**src/rtl/andor_accum_unit.sv**
```systemverilog
// andor_accum_unit: registered AND/OR lane unit with valid/ready streaming
// and a burst-accumulate mode (X = AND over beats, Y = OR over beats).
module andor_accum_unit #(
   parameter int unsigned WIDTH = 8,
   parameter int unsigned CNT_W = 8
) (
   input  logic             clk,
   input  logic             rst,
   input  logic             in_valid,
   output logic             in_ready,
   input  logic [WIDTH-1:0] in_a,
   input  logic [WIDTH-1:0] in_b,
   input  logic [WIDTH-1:0] in_c,
   input  logic             in_last,
   input  logic             mode,
   output logic             out_valid,
   input  logic             out_ready,
   output logic [WIDTH-1:0] out_x,
   output logic [WIDTH-1:0] out_y,
   output logic [CNT_W-1:0] out_beats
);

   localparam logic [CNT_W-1:0] CNT_MAX = '1;
   localparam logic [CNT_W-1:0] CNT_ONE = CNT_W'(1);

   typedef enum logic {IDLE, ACCUM} state_t;

   state_t           state;
   state_t           state_next;

   logic [WIDTH-1:0] acc_x;
   logic [WIDTH-1:0] acc_y;
   logic [CNT_W-1:0] acc_n;
   logic             burst_mode;

   logic             eff_mode;
   logic             producing;
   logic             accept;
   logic             load_out;
   logic             out_fire;
   logic [WIDTH-1:0] res_x;
   logic [WIDTH-1:0] res_y;
   logic [CNT_W-1:0] res_n;

   // State register
   always_ff @(posedge clk or posedge rst) begin
      if (rst) state <= IDLE;
      else     state <= state_next;
   end

   // Handshake decode and next-state logic
   always_comb begin
      state_next = state;
      eff_mode   = mode;
      producing  = 1'b0;
      in_ready   = 1'b1;
      accept     = 1'b0;
      load_out   = 1'b0;
      out_fire   = out_valid & out_ready;

      // An open burst keeps the mode latched on its first beat
      if (state == ACCUM) eff_mode = burst_mode;
      producing = !eff_mode | in_last;
      in_ready  = producing ? (!out_valid | out_ready) : 1'b1;
      accept    = in_valid & in_ready;
      load_out  = accept & producing;

      case (state)
         IDLE:    if (accept && !producing) state_next = ACCUM;
         ACCUM:   if (accept && in_last)    state_next = IDLE;
         default: state_next = IDLE;
      endcase
   end

   // Fold the current beat into the accumulators; idle accumulators sit at
   // identity values, so the same fold yields the single-beat result.
   always_comb begin
      res_x = acc_x & (in_a & in_b);
      res_y = acc_y | (in_b | in_c);
      res_n = (acc_n == CNT_MAX) ? acc_n : acc_n + CNT_ONE;
   end

   // Burst accumulators
   always_ff @(posedge clk or posedge rst) begin
      if (rst) begin
         acc_x      <= '1;
         acc_y      <= '0;
         acc_n      <= '0;
         burst_mode <= 1'b0;
      end else if (accept) begin
         if (producing) begin
            acc_x      <= '1;
            acc_y      <= '0;
            acc_n      <= '0;
            burst_mode <= 1'b0;
         end else begin
            acc_x      <= res_x;
            acc_y      <= res_y;
            acc_n      <= res_n;
            burst_mode <= 1'b1;
         end
      end
   end

   // Output register: load on a producing beat, drop valid on handshake
   always_ff @(posedge clk or posedge rst) begin
      if (rst) begin
         out_valid <= 1'b0;
         out_x     <= '0;
         out_y     <= '0;
         out_beats <= '0;
      end else if (load_out) begin
         out_valid <= 1'b1;
         out_x     <= res_x;
         out_y     <= res_y;
         out_beats <= res_n;
      end else if (out_fire) begin
         out_valid <= 1'b0;
      end
   end

endmodule

```
**config.mk**
```make
export PLATFORM = sky130hd
export DESIGN_NAME = andor_accum_unit
export DESIGN_NICKNAME = d
export VERILOG_FILES = /design/src/rtl/andor_accum_unit.sv
export SDC_FILE = /design/constraint.sdc
export NUM_CORES = 1
export LEC_CHECK = 0
export BUFFER_PORTS_ARGS = -buffer_cell sky130_fd_sc_hd__buf_2
export CAP_MARGIN = 20
export CORE_MARGIN = 4
export CORE_UTILIZATION = 40
export DETAILED_ROUTE_END_ITERATION = 8
export PLACE_DENSITY_LB_ADDON = 0.05
export SLEW_MARGIN = 10
export SYNTH_ARGS = -nofsm -noshare
export SYNTH_HDL_FRONTEND = slang
export SYNTH_SLANG_ARGS = --single-unit
```
**constraint.sdc**
```tcl
create_clock -name clk -period 1.5 [get_ports clk]
set_input_delay 0.3 -clock clk [delete_from_list [all_inputs] [get_ports clk]]
set_output_delay 0.3 -clock clk [all_outputs]
set_load 0.005 [all_outputs]
```
==> results of run 1 <==
[power breakdown]
part           internal [uW]  switching [uW]  total (uW)
registers               1620             120        1740
clock network            490             447         937
logic                    408             415         824
total                   2520             982        3500
[path summary, 6_finish.rpt]
kind | slack [ps] | endpoint
worst max-delay path | 10 | acc_n[1]$_DFFE_PP0P_
worst min-delay path | 240 | acc_y[7]$_DFFE_PP0P_
worst max register to register | 10 | acc_n[1]$_DFFE_PP0P_
worst min register to register | 480 | out_y[4]$_DFFE_PP0P_
max in group asynchronous | 450 | acc_x[6]$_DFFE_PP1P_
min in group asynchronous | 530 | out_y[4]$_DFFE_PP0P_
[area by class of cell]
cell class	count	area (sq um)	share of cell area (%)
Multi-Input combinational cell	168	1010	32.5
Clock buffer	6	72.6	2.32
Sequential cell	51	1290	41.1
Timing Repair Buffer	81	596	19.0
Clock inverter	1	30.0	0.960
Tap cell	72	90.1	2.88
Inverter	9	37.5	1.20
[what timing repair did]
item                       in CTS  in global routing
buffers inserted                0                  3
cloned                          0                  6
hold buffers                    1                  0
pin swaps                       0                  2
setup endpoints to repair       2                 25
gates resized for setup         1                 30
hold endpoints to repair       14                  0
[state kept, by name, indices dropped and copies added (netlist names)]
register    count
out_valid       1
state           1
out_beats       8
out_x           8
out_y           8
burst_mode      1
acc_y           8
acc_x           8
acc_n           8
[cells by family after synthesis]
| family | after synthesis | synth area share, % |
|---|---|---|
| fa+ha+maj | 1 | 0.542 |
| simple gates | 94 | 19.0 |
| xor+xnor | 1 | 0.380 |
| mux | 4 | 1.79 |
| buf+inv | 20 | 4.88 |
| flops | 51 | 55.7 |
| compound gates | 68 | 17.7 |
[routing by layer]
metal	global-route usage (%)	vias up	share of wire, %
met2	26.2	48	48
met3	4.54	6	4.9
met1	19.2	937	46
met5	0	-	0
met4	4.53	0	0.92
li1	-	987	-
[stage by stage]
| stage | setup slack [ps] | util (%) | std cells | cell area, sq um |
|---|---|---|---|---|
| final | 11.5 | 56.4 | 388 | 3130 |
| after CTS | 2.37 | 52.1 | 379 | 2880 |
| after detailed placement | -2.89 | 50.0 | 371 | 2770 |
| after global placement | 33.0 | 50.0 | 371 | 2770 |
| after floorplan | -17.0 | - | 239 | 2320 |
| after global routing | -78.4 | 56.4 | 388 | 3130 |
[worst min-delay path: stages]
cell	delay, ps
buf_2	90
o21ai_0	70
nand2_1	60
[cells in the mapped netlist, types with 2 or more instances]
cell and count:
nand2_1 37, inv_1 9, dfrtp_1 43, nor3_1 11, a21oi_1 15, nor2_1 22, mux2i_1 3, dfstp_2 8
and3_2 4, buf_4 4, buf_2 4, o31ai_1 5, o21ai_0 29, nand3_1 10, o21a_1 7, a21o_1 2
==> results_dict.tcl, run 1 <==
set metrics [dict create \
    status "finished clean" \
    grt_pass1_vias 1944 \
    cp_num_buf_inv 0 \
    drc_errors 0 \
    grt_antenna_before_repair 0 \
    startpoint "state$_DFF_PP0_" \
    dr_total_vias 1978 \
    tightest_slew_ps 415 \
    grt_usage_pct 15.5 \
    fillers 520 \
    io_pins 56 \
    fin_crit_ps 1490 \
    cp_cell_sequence "mux2_2 > and2_4 > and3_2 > a221o_1" \
    yosys_register_bits 51 \
    hpwlAfterDp_um 3660 \
    routed_via_density 5.10 \
    hold_path_class "in -> reg" \
    grt_max_degree 66 \
    cts.sinks 51 \
    hold_depth 3 \
    cp-end-kind "register" \
    yosysSeqAreaShare_pct 55.7 \
    worstPathRequired_ps 1690 \
    cts_tree "yes" \
    synth_nets 270 \
    setup_viol_count_final 0 \
    peakVddDrop_mv 0.422 \
    cp_data_arrival_time_ps 1680 \
    rsz0062_at_grt "yes" \
    port_buffers 55 \
    start_util_pct 41.6 \
    h-tree-depth 2 \
    cp_top_family "flip-flops" \
    maxCapViolations 0 \
    die_w_um 83.9 \
    synth_ff_type "dfrtp_1" \
    finalHoldViolCount 0 \
    nNetsFinal 347 \
    first_pass_iters 4 \
    yosys.area.top_type_share_pct 46.6 \
    diodes 0 \
    async_flop_share_pct 100 \
    avgSynthCellArea_sq_um 9.65 \
    fmax_mhz 672 \
    yosys-top-cells-area "dfrtp_1, dfstp_2, o21ai_0" \
    gr-total-overflow 0 \
    yosys_warnings 0 \
    ctsRootBufferMaster "clkbuf_8" \
    crit_path_top_delay_cell "dfrtp_1" \
    r2r_cells 4 \
    cp.depth 4 \
    min_from "in_c[7]" \
    ys_types 42 \
    slew_headroom_pct 72.3 \
    reg2reg_from "state$_DFF_PP0_" \
    worstSetupStartpointType "register" \
    core_area_sq_um 5540 \
    drive_gt1_share_pct 38.0 \
    die_y_um 83.9 \
    p_per_area_nw_per_um2 1120 \
    row_count 27 \
    die-area_sq_um 7050 \
    synth_edf_count 0 \
    clk_pin_slew_ps 90 \
    routabilityCongestion 0.761 \
    critPathMaxStageDelay_ps 400 \
    clk_latency_ps 300 \
    grt_pass1_wl_um 8850 \
    cp_max_fo 6 \
    total_power_uw 3500 \
    area_delta_synth_final_pct 35.5 \
    drt_iter0_drc 98 \
    crit_type "reg -> reg" \
    final_cell_mix "buf_2, dfrtp_1, nand2_1, o21ai_0, nor2_1" \
    netlist_instances 239 \
    cts-buffers-inserted 5 \
    slew_violations 0 \
    wl_per_cell_um 15.1 \
    finalCritPeriodShare_pct 99.2 \
    fin_worst_skew_ps 3.76 \
    synth_area_leader_cell "dfrtp_1" \
    detail_route.wirelength_um 5850 \
    hold_slack_ps 237 \
    ant_nets 0 \
    final_common_cell "buf_2" \
    setup_tns_ps 0 \
    cts_max_path_buffers 2 \
    netlist_area_sq_um 2310 \
    p_leak_uw 0.00155 \
]
No activity file was read; power rests on OpenSTA's default activity.
==> run 2: changes to the inputs <==
CORE_UTILIZATION = 48   (was 40)
CTS_CLUSTER_SIZE = 12   (was default)
==> run 2 against run 1 <==
Critical path depth unchanged. Setup slack improved by 4.0 ps. Critical path type unchanged. Fmax increased by 0.27%. Utilization increased by 8.3 points. Cell area decreased by 6.7%. Critical endpoint unchanged. Via count decreased by 4.4%. Non-clock buffer count decreased by 7. Largest cell class unchanged. Clock-buffer cell count increased by 1. Largest power group unchanged.
==> results_dict.tcl, run 2 (synthesized netlist as in run 1, its figures left out) <==
set metrics [dict create \
    peakVddDrop_mv 0.670 \
    routabilityCongestion 0.802 \
    worstSetupStartpointType "register" \
    min_from "in_c[7]" \
    h-tree-depth 2 \
    hold_path_class "in -> reg" \
    area_delta_synth_final_pct 26.5 \
    p_leak_uw 0.00148 \
    clk_pin_slew_ps 90 \
    place_inst 352 \
    io_pins 56 \
    setup_tns_ps 0 \
    cp_max_fo 6 \
    reg2reg_from "state$_DFF_PP0_" \
    setup_viol_count_final 0 \
    diodes 0 \
    status "finished clean" \
    grt_pass1_wl_um 8270 \
    cts.sinks 51 \
    clk_latency_ps 290 \
    cts-buffers-inserted 5 \
    fin_cells 362 \
    slew_violations 0 \
    tightest_slew_ps 390 \
    rsz0062_at_grt "yes" \
    grt_max_degree 48 \
    die_y_um 77.3 \
    routed_via_density 5.22 \
    core_area_sq_um 4500 \
    fin_ws_ps 15.5 \
    hpwlAfterDp_um 3440 \
    wl_per_cell_um 13.0 \
    grt_antenna_before_repair 0 \
    hold_slack_ps 244 \
    finalCritPeriodShare_pct 99.0 \
    start_util_pct 51.2 \
    startpoint "state$_DFF_PP0_" \
    slew_headroom_pct 73.9 \
    grt_pass1_vias 1928 \
    drc_errors 0 \
    final_cell_mix "buf_2, dfrtp_1, nand2_1, o21ai_0, nor2_1" \
    maxCapViolations 0 \
    worstPathRequired_ps 1680 \
    dr_total_vias 1890 \
    pre_cts_slack_ps -4.73 \
    die_w_um 77.3 \
    cp_data_arrival_time_ps 1660 \
    ant_nets 0 \
    fmax_mhz 674 \
    p_per_area_nw_per_um2 1150 \
    crit_type "reg -> reg" \
    cts_max_path_buffers 2 \
    grt_usage_pct 16.7 \
    fin_util_pct 64.8 \
    nNetsFinal 340 \
    final_common_cell "buf_2" \
    first_pass_iters 4 \
    ctsRootBufferMaster "clkbuf_8" \
    detail_route.wirelength_um 4720 \
    fin_worst_skew_ps 6.95 \
    fin_crit_ps 1480 \
    drive_gt1_share_pct 33.2 \
    cp-end-kind "register" \
    die-area_sq_um 5980 \
    port_buffers 55 \
    row_count 24 \
    cts_tree "yes" \
    drt_iter0_drc 73 \
    finalHoldViolCount 0 \
    gr-total-overflow 0 \
]
[run 2: final timing paths]
kind,end,slack [ps],depth (start not counted)
max,acc_n[1]$_DFFE_PP0P_,20,4
min,acc_y[7]$_DFFE_PP0P_,240,3
max reg2reg,acc_n[1]$_DFFE_PP0P_,20,4
min reg2reg,out_x[2]$_DFFE_PP0P_,480,2
max in group asynchronous,acc_x[0]$_DFFE_PP1P_,420,4
min in group asynchronous,out_x[7]$_DFFE_PP0P_,530,3
[run 2: through the flow]
step,total power (uW),cell area (sq um)
2_1_floorplan,2140,2320
6_report,3340,2920
3_5_place_dp,2440,2760
5_1_grt,3560,2920
3_3_place_gp,2420,2760
4_1_cts,3380,2890
[run 2: cell type report]
class,count,area (sq um)
multi-input combinational,168,945
tap,52,65.1
timing repair buffer,74,478
fill,377,1590
sequential,51,1290
inverter,9,37.5
clock inverter,1,30.0
clock buffer,7,76.3
[run 2: report_power, final]
group          internal (uW)  switching (uW)  leakage [uW]
registers               1620             113      0.000646
logic                    326             353      0.000777
clock network            500             429     0.0000524
total                   2450             894       0.00148
[run 2: routing by layer]
metal  global-route usage [%]  vias up  routed length (um)
met5                        0        -                   0
met4                     5.34        0                  54
met3                     2.78        6                 182
met2                     28.4       45                2230
met1                     21.8      873                2250
li1                         -      966                   -
[run 2: repair_timing]
action / CTS / global route
endpoints found under the hold margin: 14 / 0
hold buffers: 1 / 0
pin swaps: 1 / 0
endpoints found under the setup margin: 1 / 12
setup buffers: 1 / 0
gates resized for setup: 1 / 8
[run 2: worst max-delay path, cell delays in order (launching register included)]
cell and delay, ps:
dfrtp_1 390, mux2_2 370, and2_4 160, and3_2 200
a221o_1 260
==> run 3: changes to the inputs <==
ABC_AREA = 1   (was default)
CORE_UTILIZATION = 57   (was 48)
RECOVER_POWER = 100   (was default)
clock period = 1.8 ns   (was 1.5 ns; I/O delays follow)
==> run 3 against run 2 <==
Synthesized area grew 4.4%. Cell area shrank 5.6%. Power shrank 4.2%. Hold slack gained 87 ps. Setup slack gained 240 ps. Sequential share of layout area grew 2.6 points. Wire length grew 2.0%. Clock skew shrank 2.3 ps. Die area shrank 11%. Cell count grew 8.3%. Via count grew 4.4%. Register-to-register slack gained 240 ps. Critical path type is now reg -> out. Largest cell class unchanged. Largest power group unchanged. Highest routed layer unchanged.
==> results_dict.tcl, run 3 <==
set metrics [dict create \
    status "finished clean" \
    grt_pass1_wl_um 8500 \
    cts_tree "yes" \
    io_pins 56 \
    yosys_warnings 0 \
    cts.sinks 51 \
    netlist_instances 281 \
    maxCapViolations 0 \
    grt_max_degree 52 \
    routed_via_density 5.03 \
    worstSetupStartpointType "register" \
    post_cts_buffers 0 \
    grt_util_met2_pct 34.0 \
    place_inst 384 \
    avgSynthCellArea_sq_um 8.58 \
    p_clk_share_pct 28.3 \
    grt_antenna_before_repair 0 \
    yosysSeqAreaShare_pct 53.4 \
    die_y_um 73.0 \
    cts_resized 0 \
    finalCritPeriodShare_pct 85.9 \
    slew_violations 0 \
    cts_max_path_buffers 2 \
    rsz0062_at_grt "no" \
    crit_type "reg -> out" \
    use_met1_pct 26.3 \
    wl_per_cell_um 12.3 \
    synth_ff_type "dfrtp_1" \
    ant_nets 0 \
    diodes 0 \
    first_pass_iters 4 \
    fmax_mhz 647 \
    fin_worst_skew_ps 4.67 \
    final_cell_mix "nand2_1, buf_2, dfrtp_1, nor2_1, inv_1" \
    synth_commonest_cells "nand2_1, dfrtp_1, inv_1, nor2_1" \
    slew_headroom_pct 16.5 \
    top_usage_layer "met2" \
    grt_pass1_vias 1929 \
    drt_iter0_drc 106 \
    p_comb_share_pct 22.8 \
    hpwlAfterDp_um 3460 \
    power.share.switching_pct 29.0 \
    hold_path_class "in -> reg" \
    drc_errors 0 \
    final_common_cell "nand2_1" \
    synth_edf_count 0 \
    tightest_slew_ps 1250 \
    synth_area_leader_cell "dfrtp_1" \
    row_count 23 \
    synth_nets 312 \
    start_util_pct 59.4 \
    cp-end-kind "primary output" \
    yosys_register_bits 51 \
    seq_power_share_pct 48.9 \
    routabilityCongestion 0.819 \
    fin_crit_ps 1550 \
    met3_usage_pct 4.68 \
    core_area_sq_um 4060 \
    design_area_sq_um 2750 \
    p_switching_uw 929 \
    ctsRootBufferMaster "clkbuf_8" \
    cts-buffers-inserted 5 \
    h-tree-depth 2 \
    netlist_area_sq_um 2410 \
    gr-total-overflow 0 \
    dr_total_vias 1973 \
    async_flop_share_pct 100 \
    drive_gt1_share_pct 22.2 \
    fin_cells 392 \
    p_int_uw 2270 \
    synth.most_common_cell "nand2_1" \
    postCtsHoldBufs 0 \
    yosys-top-cells-area "dfrtp_1, nand2_1, dfstp_2" \
    p_per_area_nw_per_um2 1160 \
    finalHoldViolCount 0 \
    clk_pin_slew_ps 90 \
    grt_usage_pct 20.1 \
    yosys.area.top_type_share_pct 44.7 \
    detail_route.wirelength_um 4810 \
    area_delta_synth_final_pct 14.3 \
    clk_latency_ps 290 \
    dpl_cell_area_sq_um 2730 \
    cp_max_fo 3 \
    nNetsFinal 372 \
    worstPathRequired_ps 1440 \
    peakVddDrop_mv 0.686 \
    die-area_sq_um 5330 \
    setup_viol_count_final 0 \
    ys_types 24 \
    p_leak_uw 0.00153 \
    die_w_um 73.0 \
    port_buffers 55 \
    setup_tns_ps 0 \
    cp_data_arrival_time_ps 1190 \
]
==> run 3: power groups by stage <==
stage	logic, uW	registers [uW]	clock network, uW
2_1_floorplan	554	1580	0
3_3_place_gp	813	1590	0
3_5_place_dp	837	1590	0
4_1_cts	840	1570	929
5_1_grt	837	1600	978
6_report	730	1570	906
==> run 3: stage by stage <==
step	hold slack, ps	power (uW)	setup slack, ps	util [%]
after floorplan	442	2140	224	-
after global placement	425	2400	398	67.3
after detailed placement	426	2420	361	67.3
after CTS	99.7	3340	285	70.5
after global routing	329	3420	115	67.9
final	331	3200	255	67.9
==> run 3: final timing paths <==
path / start / end / slack (ps) / cells after the start
worst max-delay path: state$_DFF_PP0_ / in_ready / 250 / 5
worst min-delay path: in_c[1] / out_y[1]$_DFFE_PP0P_ / 330 / 3
worst max register to register: acc_n[1]$_DFFE_PP0P_ / acc_n[0]$_DFFE_PP0P_ / 260 / 8
worst min register to register: out_beats[6]$_DFFE_PP0P_ / out_beats[6]$_DFFE_PP0P_ / 480 / 2
max in group asynchronous: rst / acc_n[7]$_DFFE_PP0P_ / 570 / 3
min in group asynchronous: rst / out_beats[5]$_DFFE_PP0P_ / 460 / 3
==> run 3: kinds of logic (layout without fill, tap and decap cells) <==
family | count (synthesis) | after routing | share of synthesized area [%]
and+or+nand+nor | 173 | 173 | 31.2
DFF | 51 | 51 | 53.4
buffers and inverters | 30 | 91 | 6.54
AOI/OAI and AO/OA | 25 | 25 | 8.00
adders and majority gates | 1 | 1 | 0.519
xor gates and xnor gates | 1 | 1 | 0.364
==> run 3: cell type report <==
type | instances | area, sq um
Clock buffer | 6 | 72.6
Clock inverter | 2 | 60.1
Fill cell | 368 | 1300
Inverter | 23 | 86.3
Multi-Input combinational cell | 200 | 895
Sequential cell | 51 | 1290
Tap cell | 50 | 62.6
Timing Repair Buffer | 60 | 292
==> run 3: metal layers <==
layer	wire [um]	part of all wire, %	up-vias
li1	-	-	991
met1	2220	46	925
met2	2320	48	53
met3	259	5.4	4
met4	21	0.44	0
met5	0	0	-
==> run 3: worst max-delay path, cell delays in order, from the launching register on <==
cell and delay, ps:
dfrtp_1 410, inv_1 110, nand2_4 70, nand3_4 70, nand2_1 100, buf_2 140
